<file path="src/rtl/fwd_pkg.sv">
// Shared types for the dual-issue forwarding controller: select encodings,
// tracked stage entries and the common match rule.
package fwd_pkg;

    localparam int unsigned REG_AW = 5;
    localparam int unsigned SEL_W  = 3;

    typedef enum logic [SEL_W-1:0] {
        FWD_RF    = 3'b000,
        FWD_B_EX  = 3'b001,
        FWD_M_EX  = 3'b010,
        FWD_B_MEM = 3'b011,
        FWD_M_MEM = 3'b100,
        FWD_B_WB  = 3'b101,
        FWD_M_WB  = 3'b110
    } fwd_sel_e;

    typedef struct packed {
        logic              v;
        logic [REG_AW-1:0] rd;
        logic              we;
        logic              load;
    } stage_entry_t;

    // x0 is hard-wired zero, so it never matches an in-flight producer
    function automatic logic entry_hit(stage_entry_t e, logic [REG_AW-1:0] src);
        return (src != '0) && e.v && e.we && (e.rd == src);
    endfunction

endpackage

</file>
<file path="src/rtl/fwd_sel_resolve.sv">
// Per-operand forwarding priority resolver: youngest stage first, and lane M
// before lane B inside a stage.
module fwd_sel_resolve
    import fwd_pkg::*;
(
    input  logic [REG_AW-1:0] i_src,
    input  stage_entry_t      i_b_ex,
    input  stage_entry_t      i_m_ex,
    input  stage_entry_t      i_b_mem,
    input  stage_entry_t      i_m_mem,
    input  stage_entry_t      i_b_wb,
    input  stage_entry_t      i_m_wb,
    output fwd_sel_e          o_sel
);

    // A load in EX has no data yet; the stall covers that case instead
    always_comb begin
        o_sel = FWD_RF;
        if (entry_hit(i_m_ex, i_src) && !i_m_ex.load) begin
            o_sel = FWD_M_EX;
        end else if (entry_hit(i_b_ex, i_src)) begin
            o_sel = FWD_B_EX;
        end else if (entry_hit(i_m_mem, i_src)) begin
            o_sel = FWD_M_MEM;
        end else if (entry_hit(i_b_mem, i_src)) begin
            o_sel = FWD_B_MEM;
        end else if (entry_hit(i_m_wb, i_src)) begin
            o_sel = FWD_M_WB;
        end else if (entry_hit(i_b_wb, i_src)) begin
            o_sel = FWD_B_WB;
        end
    end

endmodule

</file>
<file path="src/rtl/forwarding_controller.sv">
// Hazard/forwarding scheduler for the B (ALU/branch) and M (load/store) lanes:
// tracks EX/MEM/WB destinations, drives operand forwarding selects and load-use stall.
module forwarding_controller
    import fwd_pkg::*;
#(
    parameter int unsigned CNT_W = 32
) (
    input  logic              clk,
    input  logic              rst,
    input  logic              id_valid,
    input  logic [REG_AW-1:0] id_b_rs1,
    input  logic [REG_AW-1:0] id_b_rs2,
    input  logic [REG_AW-1:0] id_b_rd,
    input  logic              id_b_we,
    input  logic [REG_AW-1:0] id_m_rs1,
    input  logic [REG_AW-1:0] id_m_rs2,
    input  logic [REG_AW-1:0] id_m_rd,
    input  logic              id_m_we,
    input  logic              id_m_load,
    input  logic              flush,
    output logic [SEL_W-1:0]  fwd_b_rs1,
    output logic [SEL_W-1:0]  fwd_b_rs2,
    output logic [SEL_W-1:0]  fwd_m_rs1,
    output logic [SEL_W-1:0]  fwd_m_rs2,
    output logic              stall,
    output logic [CNT_W-1:0]  stall_cnt
);

    stage_entry_t r_b_ex, r_m_ex, r_b_mem, r_m_mem, r_b_wb, r_m_wb;
    logic [CNT_W-1:0] r_stall_cnt;

    fwd_sel_e w_sel_b_rs1, w_sel_b_rs2, w_sel_m_rs1, w_sel_m_rs2;
    logic     w_load_use;
    logic     w_accept;

    fwd_sel_resolve u_res_b_rs1 (.i_src(id_b_rs1), .i_b_ex(r_b_ex), .i_m_ex(r_m_ex),
        .i_b_mem(r_b_mem), .i_m_mem(r_m_mem), .i_b_wb(r_b_wb), .i_m_wb(r_m_wb), .o_sel(w_sel_b_rs1));
    fwd_sel_resolve u_res_b_rs2 (.i_src(id_b_rs2), .i_b_ex(r_b_ex), .i_m_ex(r_m_ex),
        .i_b_mem(r_b_mem), .i_m_mem(r_m_mem), .i_b_wb(r_b_wb), .i_m_wb(r_m_wb), .o_sel(w_sel_b_rs2));
    fwd_sel_resolve u_res_m_rs1 (.i_src(id_m_rs1), .i_b_ex(r_b_ex), .i_m_ex(r_m_ex),
        .i_b_mem(r_b_mem), .i_m_mem(r_m_mem), .i_b_wb(r_b_wb), .i_m_wb(r_m_wb), .o_sel(w_sel_m_rs1));
    fwd_sel_resolve u_res_m_rs2 (.i_src(id_m_rs2), .i_b_ex(r_b_ex), .i_m_ex(r_m_ex),
        .i_b_mem(r_b_mem), .i_m_mem(r_m_mem), .i_b_wb(r_b_wb), .i_m_wb(r_m_wb), .o_sel(w_sel_m_rs2));

    // Only lane M carries loads, so only M_EX can create a load-use hazard
    always_comb begin
        w_load_use = r_m_ex.load && (entry_hit(r_m_ex, id_b_rs1) || entry_hit(r_m_ex, id_b_rs2) ||
                                     entry_hit(r_m_ex, id_m_rs1) || entry_hit(r_m_ex, id_m_rs2));
        stall      = id_valid && !flush && w_load_use;
        w_accept   = id_valid && !stall && !flush;
    end

    always_comb begin
        fwd_b_rs1 = FWD_RF;
        fwd_b_rs2 = FWD_RF;
        fwd_m_rs1 = FWD_RF;
        fwd_m_rs2 = FWD_RF;
        if (id_valid) begin
            fwd_b_rs1 = w_sel_b_rs1;
            fwd_b_rs2 = w_sel_b_rs2;
            fwd_m_rs1 = w_sel_m_rs1;
            fwd_m_rs2 = w_sel_m_rs2;
        end
    end

    // Pipeline advance: EX takes the ID packet or a bubble, older stages shift
    always_ff @(posedge clk) begin
        if (rst) begin
            r_b_ex  <= '0;
            r_m_ex  <= '0;
            r_b_mem <= '0;
            r_m_mem <= '0;
            r_b_wb  <= '0;
            r_m_wb  <= '0;
        end else begin
            r_b_wb  <= r_b_mem;
            r_m_wb  <= r_m_mem;
            r_b_mem <= r_b_ex;
            r_m_mem <= r_m_ex;
            if (w_accept) begin
                r_b_ex <= '{v: 1'b1, rd: id_b_rd, we: id_b_we, load: 1'b0};
                r_m_ex <= '{v: 1'b1, rd: id_m_rd, we: id_m_we, load: id_m_load};
            end else begin
                r_b_ex <= '0;
                r_m_ex <= '0;
            end
        end
    end

    always_ff @(posedge clk) begin
        if (rst) begin
            r_stall_cnt <= '0;
        end else if (stall && (r_stall_cnt != '1)) begin
            r_stall_cnt <= r_stall_cnt + CNT_W'(1);
        end
    end

    assign stall_cnt = r_stall_cnt;

    // The decoder splits packets where lane M reads lane B's destination
    a_no_intra_raw: assert property (@(posedge clk) disable iff (rst)
        !(id_valid && id_b_we && (id_b_rd != '0) &&
          ((id_m_rs1 == id_b_rd) || (id_m_rs2 == id_b_rd))));

endmodule

</file>
<file path="config.mk">
export PLATFORM = sky130hd
export DESIGN_NAME = forwarding_controller
export DESIGN_NICKNAME = d
export VERILOG_FILES = /design/src/rtl/fwd_pkg.sv /design/src/rtl/fwd_sel_resolve.sv /design/src/rtl/forwarding_controller.sv
export SDC_FILE = /design/constraint.sdc
export NUM_CORES = 1
export LEC_CHECK = 0
export CAP_MARGIN = 20
export CORE_MARGIN = 1
export CORE_UTILIZATION = 59
export DETAILED_ROUTE_END_ITERATION = 7
export HOLD_SLACK_MARGIN = 0.03
export PLACE_DENSITY = 0.82
export SLEW_MARGIN = 0
export SYNTH_ARGS = -nofsm -noshare
export SYNTH_HDL_FRONTEND = slang
export SYNTH_HIERARCHICAL = 1
export SYNTH_SLANG_ARGS = --single-unit
</file>
<file path="constraint.sdc">
create_clock -name clk -period 7 [get_ports clk]
set_clock_uncertainty 0.05 [all_clocks]
set_input_delay 1.4 -clock clk [delete_from_list [all_inputs] [get_ports clk]]
set_output_delay 1.4 -clock clk [all_outputs]
set_load 0.02 [all_outputs]
</file>
## Word-level counts from Yosys, hierarchy flattened

Index checks and enable logic that the tools add are counted.

| word-level totals | value |
|---|---|
| bits in read-only memories | 0 |
| memories kept | 0 |
| latch bits | 0 |
| output and inout port bits | 45 |
| logic and storage cells | 170 |
| memory bits (writable) | 0 |
| input bits | 37 |
| flip-flop bits (word level) | 75 |

| cells by class | value |
|---|---|
| shift-type cells | 0 |
| muxes and demuxes | 30 |
| bitwise logic cells | 1 |
| reduce and logical (&&, ||, !) cells | 93 |
| multipliers | 0 |
| magnitude comparators | 0 |
| add/subtract/negate cells | 1 |
| equal/unequal tests | 25 |
| divide/modulo/power cells | 0 |

Operators with widths:

| kind | count |
|---|---|
| 5-bit == test | 24 |
| 3-bit two-way mux | 28 |
| 1-bit logical AND | 82 |
| 32-bit by 1-bit adder with 32-bit output, second input constant | 1 |
| 32-bit inequality test, second input constant | 1 |
| 5-bit nonzero test | 4 |
| 8-bit two-way mux | 2 |
| 1-bit zero test | 3 |
| 1-bit logical OR | 3 |
| 2-bit OR reduction | 1 |
| 1-bit inverter | 1 |

## Logic depth before layout (Yosys ltp)

| depth | value |
|---|---|
| depth in word-level cells | 14 |
| gate-level depth with buffers | 9 |
| depth with buffers taken out | 7 |

## By module

Netlist, hierarchy kept.

By module, submodules not included:

| module | instances | cells an instance | seq. area each (µm²) | area each (µm²) |
|---|---|---|---|---|
| forwarding_controller | 1 | 365 | 1,481.4 | 3,266.9 |
| fwd_sel_resolve | 4 | 75 | 0.0 | 513.0 |

## Least setup slack after synthesis

No wires, ideal clock.

| path | value |
|---|---|
| path type | input to output |
| start point | input id_m_rs1[0] |
| end point | output stall |
| arrival time | 2,919 ps |
| stages | 6 |
| path slack | 2,631 ps |
| path buffers | 1 |
| data required time | 5,550 ps |
| cells stage by stage | or4_1 > a21oi_1 > nor4_1 > nor4_2 > clkbuf_1 > nor2_1 |

| on the way | value |
|---|---|
| longest elaborated chain between the ends | 8 |
| elaborated cells between the ends (all ways) | 9 |
| classes of those cells | eq/ne: 1; reduce/logical: 8 |

Ends and longest elaborated chain:

| what | line | source |
|---|---|---|
| from (decl) | forwarding_controller.sv:15 | `input logic [REG_AW-1:0] id_m_rs1,` |
| 5-bit nonzero test | fwd_pkg.sv:27 | `return (src != '0) && e.v && e.we && (e.rd == src);` |
| 1-bit logical AND (2 in series) | fwd_pkg.sv:27 |  |
| 1-bit logical AND (*) | fwd_pkg.sv:27 |  |
| 1-bit logical OR (*) | forwarding_controller.sv:47 | `w_load_use = r_m_ex.load && (entry_hit(r_m_ex, id_b_rs1) \|\| entry_hit(r_m_ex, id_b_rs2) \|\|` |
| 1-bit logical OR (*) | forwarding_controller.sv:48 | `entry_hit(r_m_ex, id_m_rs1) \|\| entry_hit(r_m_ex, id_m_rs2));` |
| 1-bit logical AND (*) | forwarding_controller.sv:47 |  |
| 1-bit logical AND (*) | forwarding_controller.sv:49 | `stall = id_valid && !flush && w_load_use;` |
| to (decl) | forwarding_controller.sv:25 | `output logic stall,` |

Mark *: on every way between the ends. The rest lies on a longest branch, timed or not.

## Final worst setup path

| path | value |
|---|---|
| start point | input id_m_rs2[1] |
| end point | output stall |

| on the way | value |
|---|---|
| longest elaborated chain between the ends | 7 |
| elaborated cells between the ends (all ways) | 8 |
| classes of those cells | eq/ne: 1; reduce/logical: 7 |

Ends and longest elaborated chain:

| what | line | source |
|---|---|---|
| from (decl) | forwarding_controller.sv:16 | `input logic [REG_AW-1:0] id_m_rs2,` |
| 5-bit nonzero test | fwd_pkg.sv:27 |  |
| 1-bit logical AND (2 in series) | fwd_pkg.sv:27 |  |
| 1-bit logical AND (*) | fwd_pkg.sv:27 |  |
| 1-bit logical OR (*) | forwarding_controller.sv:48 |  |
| 1-bit logical AND (*) | forwarding_controller.sv:47 |  |
| 1-bit logical AND (*) | forwarding_controller.sv:49 |  |

Marks and branches as above.

==> results.toml <==
[clocking]
post_cts_resized = 0
clk_path_buf_depth = 2
root_buffer = "clkbuf_8"
htree_levels = 3
cts_hold_buf = 0
cts_buffers = 9
cts.sinks = 72
cts.clk_slew.worst_paths_ns = 0.07
post_cts_buffers = 0
worstSkewPairLatency_ns = 0.36
cts_tree = "done"

[cells_and_area]
final_core_util = 0.712
multi_input_comb_area_um2 = 3490
fillers = 760
area.growth.synth_to_final_pct = 17.3
register_area_um2 = 1440
stdcell_area_um2 = 6180
drive_gt1_frac = 0.0546
layout.nets = 747
diodes = 0
final_cells = 822

[setup_path]
cp-start-kind = "input pin"
crit_chain = "clkdlybuf4s50_1, xnor2_1, nand3_1, a2111oi_1, nor4_4, nor2_1, clkdlybuf4s50_1"
crit_buf_inv = 2
startpoint = "id_m_rs2[1]"
required_ns = 5.55
crit_fanout = 10
r2r_start = "r_m_ex[5]"
end_kind = "output port"
crit_slowest_cell = "clkdlybuf4s50_1"
critPathTopFamily = "buffers and inverters"
cp_common_cell = "clkdlybuf4s50_1"
arrival_ns = 4.30
cpPeakStageDelay_ns = 0.85
path_class = "in -> out"

[floorplan]
boundaryPins = 82
fp-row-count = 34
die_w_um = 96.5
core_um2 = 8680
initial_utilization = 0.607
die_area_um2 = 9310
dieHeight_um = 96.5

[sta]
fin_ws_ns = 1.25
timing.fmax_mhz = 174
finalHoldViolCount = 0
final_max_slew_viol_count = 0
timing.hold.ws_ns = 0.446
tns_ns = 0
slew_headroom = 0.293
setup_viol = 0
fin_crit_ns = 5.75
grt_setup_unrepaired = "false"
tightest_slew_ns = 1.03
fin_crit_sh = 0.822

[drt]
drcViolationCount = 0
drtIter0Drc = 606
drt-pass1-iter-count = 6
drt-total-wl_mm = 16.1
ant_nets = 0
vias_per_cell = 6.40
num_vias = 5261
wl_per_cell_um = 19.6

[pwr]
p_comb_frac = 0.129
swShare = 0.280
clkPwrFrac = 0.384
finalPower_mw = 0.877
seq_power_share = 0.488
peakVddDrop_uv = 131
p_sw_mw = 0.245
p_leak_nw = 2.12
powerDensity_nw_per_um2 = 142
p_int_mw = 0.632

[run_status]
status = "finished clean"

[synthesis]
yosysWarnings = 6
syn_nets = 698
syn_area_um2 = 5270
avgSynthCellArea_um2 = 7.98
postSynthCellCount = 660

[placed_design]
gp_congestion = 0.943
place_area_um2 = 5980
io_buffer_count = 81
hpwl_mm = 11.2
dpl.cell_count = 806
pre_cts_slack_ns = 1.30

[min_path]
hp-start = "stall_cnt[20]"
hp-class = "reg -> reg"

[global_route]
track_usage = 0.348
grt_pass1_vias = 4741
grt_max_degree = 65
grt_pass1_wl_mm = 24.1
antenna_found_initial = 0
gr-total-overflow = 0

[flow_run]
maxCapViolCount = 0
placed cells by master, fill, tap and decap left out, drive strengths merged, types with 31 or more instances in the layout:
cell	n
a21oi	33
nand4	31
nor2b	55
xor2	52
xnor2	60
nand3	33
and2	34
nand2	44
dfxtp	72
clkdlybuf4s50	80
metal layers:
layer	up-vias	global-route usage	wire length, µm
met1	2479	0.477	6980
li1	2424	-	-
met5	-	0	0
met2	324	0.555	7280
met3	34	0.0798	1570
met4	0	0.0772	250
state kept, by name, indices dropped and copies added (netlist names):
signal     cells
r_b_ex         7
r_b_mem        7
r_b_wb         7
r_m_ex         7
r_m_mem        6
r_m_wb         6
stall_cnt     32
path summary, 6_finish.rpt:
kind / cells past startpoint / slack, ns / to
worst max-delay path: 7 / 1.25 / stall
worst min-delay path: 2 / 0.45 / stall_cnt[20]
worst min register to register: 2 / 0.45 / stall_cnt[20]
worst max register to register: 7 / 3.74 / stall_cnt[27]
worst register-to-register path, stage by stage (launching register included):
cell and delay, ns:
dfxtp_1 0.75, xnor2_1 0.19, nand3_1 0.09, a2111oi_0 0.90, nor4_4 0.08, buf_4 0.33, nor4_1 0.41, mux2_2 0.37
power groups by stage:
stage                     logic (mW)  registers, mW  clock network, mW
final                          0.113          0.428              0.336
after global routing           0.121          0.428              0.357
after CTS                      0.111          0.427              0.340
after detailed placement       0.110          0.436                  0
after global placement         0.107          0.437                  0
after floorplan               0.0804          0.429                  0
cell type report:
type                            instances  share of cell area
Inverter                               24              0.0146
Sequential cell                        72               0.233
Timing Repair Buffer                   83               0.133
Tap cell                              108              0.0219
Clock inverter                          6              0.0113
Clock buffer                           10              0.0207
Multi-Input combinational cell        519               0.565
(Power assumes the default switching activity.)
==> RTL edit 1: new RTL, same flow settings <==
Change the parameter `CNT_W` from 32 to 24.
--- a/src/rtl/forwarding_controller.sv
+++ b/src/rtl/forwarding_controller.sv
@@ -3,7 +3,7 @@
 module forwarding_controller
     import fwd_pkg::*;
 #(
-    parameter int unsigned CNT_W = 32
+    parameter int unsigned CNT_W = 24
 ) (
     input  logic              clk,
     input  logic              rst,
Interface: changed (resized stall_cnt); port bits go from 82 to 74. No check against the original RTL was run, so the function may have changed too.
==> RTL edit 1 against the unedited design <==
  * Hold slack better by 0.020 ns
  * Sequential power down 11%
  * Design area fell by 7.4%
  * Total power fell by 6.6%
  * Setup slack better by 0.073 ns
  * Fmax is 1.3% higher
  * Non-clock buffer count fell by 7
  * Largest cell class unchanged
  * Area after synthesis down 6.9%
  * Critical path type unchanged
  * Sequential cell count shrank 8
  * Utilization grew 1.4 points
  * Wire length fell by 17%
  * First-iteration DRC count is 25% lower
==> RTL edit 1: results (changes against the unedited design) <==
metal2 WL: 5840 um (was 7280 um)
Highest Signal Layer: met4 (unchanged)
max reg flops: 24 (was 32)
TritonCTS Buffers: 9 (unchanged)
met3 Use GR: 6.18% (was 7.98%)
Synth warnings: 6 (unchanged)
worst vdd ir: 109 uV (was 131 uV)
CTS root buf: clkbuf_8 (unchanged)
diodes inserted: 0 (unchanged)
met2 Use GR: 47.5% (was 55.5%)
Mapped Nets: 648 (was 698)
Lkg Pwr: 2.06 nW (was 2.12 nW)
Clk Latency, worst-skew pair: 0.35 ns
crit path max fanout: 37 (was 10)
routed wire length per instance: 17.4 um (was 19.6 um)
largest net degree at the start of global routing: 64 (was 65)
H-tree depth: 3 (unchanged)
Buffers on Ports: 73 (was 81)
First DRT Iteration DRCs: 453 (was 606)
first-pass GRT wire length: 21,200 um (was 24,100 um)
layout cells sized above 1: 7.69% (was 5.46%)
M1 WL: 6150 um (was 6980 um)
max_slew headroom: 62.9% (was 29.3%)
CTS Buffer Depth: 2 (unchanged)
post-DR vias/cell: 6.01 (was 6.40)
Hold WC Path Type: register to register (unchanged)
wire length on met3: 1070 um (was 1570 um)
vias in the first global route: 4,182 (was 4,741)
post-CTS resize count: 0 (unchanged)
TritonRoute pass-1 iters: 5 (was 6)
status: completed (unchanged)
Setup Fix Bufs, Post-CTS: 0 (unchanged)
gpl congestion: 0.989 (was 0.943)
GR Util All Layers: 31.4% (was 34.8%)
initial antenna violation count: 0 (unchanged)
nets@finish: 696 (was 747)
Final HPWL DP: 9780 um (was 11,200 um)
Arr. time, crit path: 4.23 ns (was 4.30 ns)
clock-pin slew on the worst setup and hold paths: 0.08 ns
met1 GRT Util: 44.1% (was 47.7%)
[RTL edit 1: final cells by class]
class | instances | area [um2]
Multi-Input combinational cell | 485 | 3270
Fill cell | 607 | 2160
Sequential cell | 64 | 1280
Timing Repair Buffer | 76 | 761
Clock buffer | 11 | 141
Tap cell | 102 | 128
Inverter | 22 | 82.6
Clock inverter | 5 | 56.3
[RTL edit 1: through the flow]
step | utilization [%] | instance area (um2) | hold slack (ns) | setup WS (ns) | std cells
final | 72.6 | 5720 | 0.466 | 1.32 | 765
after global routing | 72.6 | 5720 | 0.468 | 1.16 | 765
after CTS | 72.3 | 5700 | 0.462 | 1.36 | 764
after detailed placement | 69.8 | 5510 | 0.450 | 1.36 | 748
after global placement | 69.8 | 5510 | 0.445 | 1.42 | 748
after floorplan | - | 4900 | 0.436 | 2.65 | 610
[RTL edit 1: report_power, final]
group          leakage (nW)  internal (W)  switching (W)  total [W]
clock                0.0993      0.000174       0.000152   0.000325
sequential            0.517      0.000368      0.0000112   0.000379
combinational          1.45     0.0000533      0.0000612   0.000114
[RTL edit 1: final timing paths]
kind	start	end	slack, ns	cells past startpoint
worst max-delay path	id_m_rs1[1]	stall	1.32	8
worst min-delay path	stall_cnt[5]$_SDFFE_PP0P_	stall_cnt[5]$_SDFFE_PP0P_	0.47	2
worst max register to register	r_m_ex[4]$_SDFF_PP0_	stall_cnt[20]$_SDFFE_PP0P_	4.34	7
worst min register to register	stall_cnt[5]$_SDFFE_PP0P_	stall_cnt[5]$_SDFFE_PP0P_	0.47	2
[RTL edit 1: worst max-delay path: stages]
cell,delay [ns]
clkdlybuf4s50_1,0.67
or4_1,0.60
a21oi_1,0.14
nor4_1,0.10
nor4_4,0.27
buf_4,0.35
nor2_1,0.13
clkdlybuf4s50_1,0.55
==> RTL edit 2: new RTL, same settings <==
Made on the original files. Make the reset (`rst`) asynchronous in 2 clocked blocks.
--- a/src/rtl/forwarding_controller.sv
+++ b/src/rtl/forwarding_controller.sv
@@ -64,7 +64,7 @@
     end
 
     // Pipeline advance: EX takes the ID packet or a bubble, older stages shift
-    always_ff @(posedge clk) begin
+    always_ff @(posedge clk or posedge rst) begin
         if (rst) begin
             r_b_ex  <= '0;
             r_m_ex  <= '0;
@@ -87,7 +87,7 @@
         end
     end
 
-    always_ff @(posedge clk) begin
+    always_ff @(posedge clk or posedge rst) begin
         if (rst) begin
             r_stall_cnt <= '0;
         end else if (stall && (r_stall_cnt != '1)) begin
Check against the original RTL: differs if rst is asserted again (counterexample within 4 cycles, from zero or initial values and one cycle with rst high); with rst held inactive, the same outputs for 10 cycles.
==> RTL edit 2 against the unedited design <==
  * Total power grew 3.0%
  * Wire length down 11%
  * Sequential cell count unchanged
  * Via count shrank 12%
  * First-iteration DRC count decreased by 32%
  * Hold slack got worse by 0.0030 ns
  * Setup slack improved by 0.13 ns
  * Synthesized cell count fell by 12%
  * Design area is 0.36% higher
  * Die area decreased by 0.49%
  * Area after synthesis decreased by 0.50%
  * Register-to-register slack gained 0.67 ns
==> RTL edit 2: results (changes against the unedited design) <==
logic gate share of total power: 14.3% (was 12.9%)
met1 GRT Util: 47.6% (was 47.7%)
TritonRoute pass-1 iters: 7 (was 6)
GR Util All Layers: 32.1% (was 34.8%)
Final HPWL DP: 10,200 um (was 11,200 um)
hold depth: 1 (was 2)
worst r2r src: stall_cnt[0]$_DFFE_PP0P_ (was r_m_ex[5]$_SDFF_PP0_)
max_slew headroom: 40.0% (was 29.3%)
met3 Use GR: 6.40% (was 7.98%)
First DRT Iteration DRCs: 410 (was 606)
Hold Crit Endpoint: stall_cnt[27]$_DFFE_PP0P_ (was stall_cnt[20]$_SDFFE_PP0P_)
Mapped Nets: 622 (was 698)
min-delay src: stall_cnt[27]$_DFFE_PP0P_ (was stall_cnt[20]$_SDFFE_PP0P_)
sw frac: 28.4% (was 28.0%)
crit path max fanout: 9 (was 10)
worst flop-to-flop path endpoint: stall_cnt[1]$_DFFE_PP0P_ (was stall_cnt[27]$_SDFFE_PP0P_)
Reg2Reg Setup Slack: 4.41 ns (was 3.74 ns)
sequential power share: 50.0% (was 48.8%)
Fin Hold WS: 0.443 ns (was 0.446 ns)
crit path launch: id_m_rs2[4] (was id_m_rs2[1])
wire length on met3: 1350 um (was 1570 um)
layout cells sized above 1: 6.28% (was 5.46%)
status: completed (unchanged)
# fillers: 673 (was 760)
largest net degree at the start of global routing: 73 (was 65)
Mapped Cells: 584 (was 660)
==> RTL edit 2: layout make-up <==
type                    instances  area (um2)  area share, %
multi-input cells             460        3160           51.0
flip-flops and latches         72        1800           29.1
repair buffers                 84         831           13.4
clock inverters                 5        58.8          0.948
inverters                      23        86.3           1.39
well taps                     108         135           2.18
clock buffers                   9         124           2.00
==> RTL edit 2: through the flow <==
step | total power (W) | setup slack (ns)
final | 0.000903 | 1.38
after global routing | 0.000937 | 1.17
after CTS | 0.000904 | 1.44
after detailed placement | 0.000586 | 1.45
after global placement | 0.000582 | 1.50
after floorplan | 0.000542 | 2.85
==> RTL edit 2: critical path, cell delays in order <==
cell and delay (ns):
clkdlybuf4s50_1 0.79, inv_1 0.15, a2111oi_0 0.51, nand4_1 0.25, a311oi_1 0.31, and2_1 0.15, clkdlybuf4s50_1 0.59
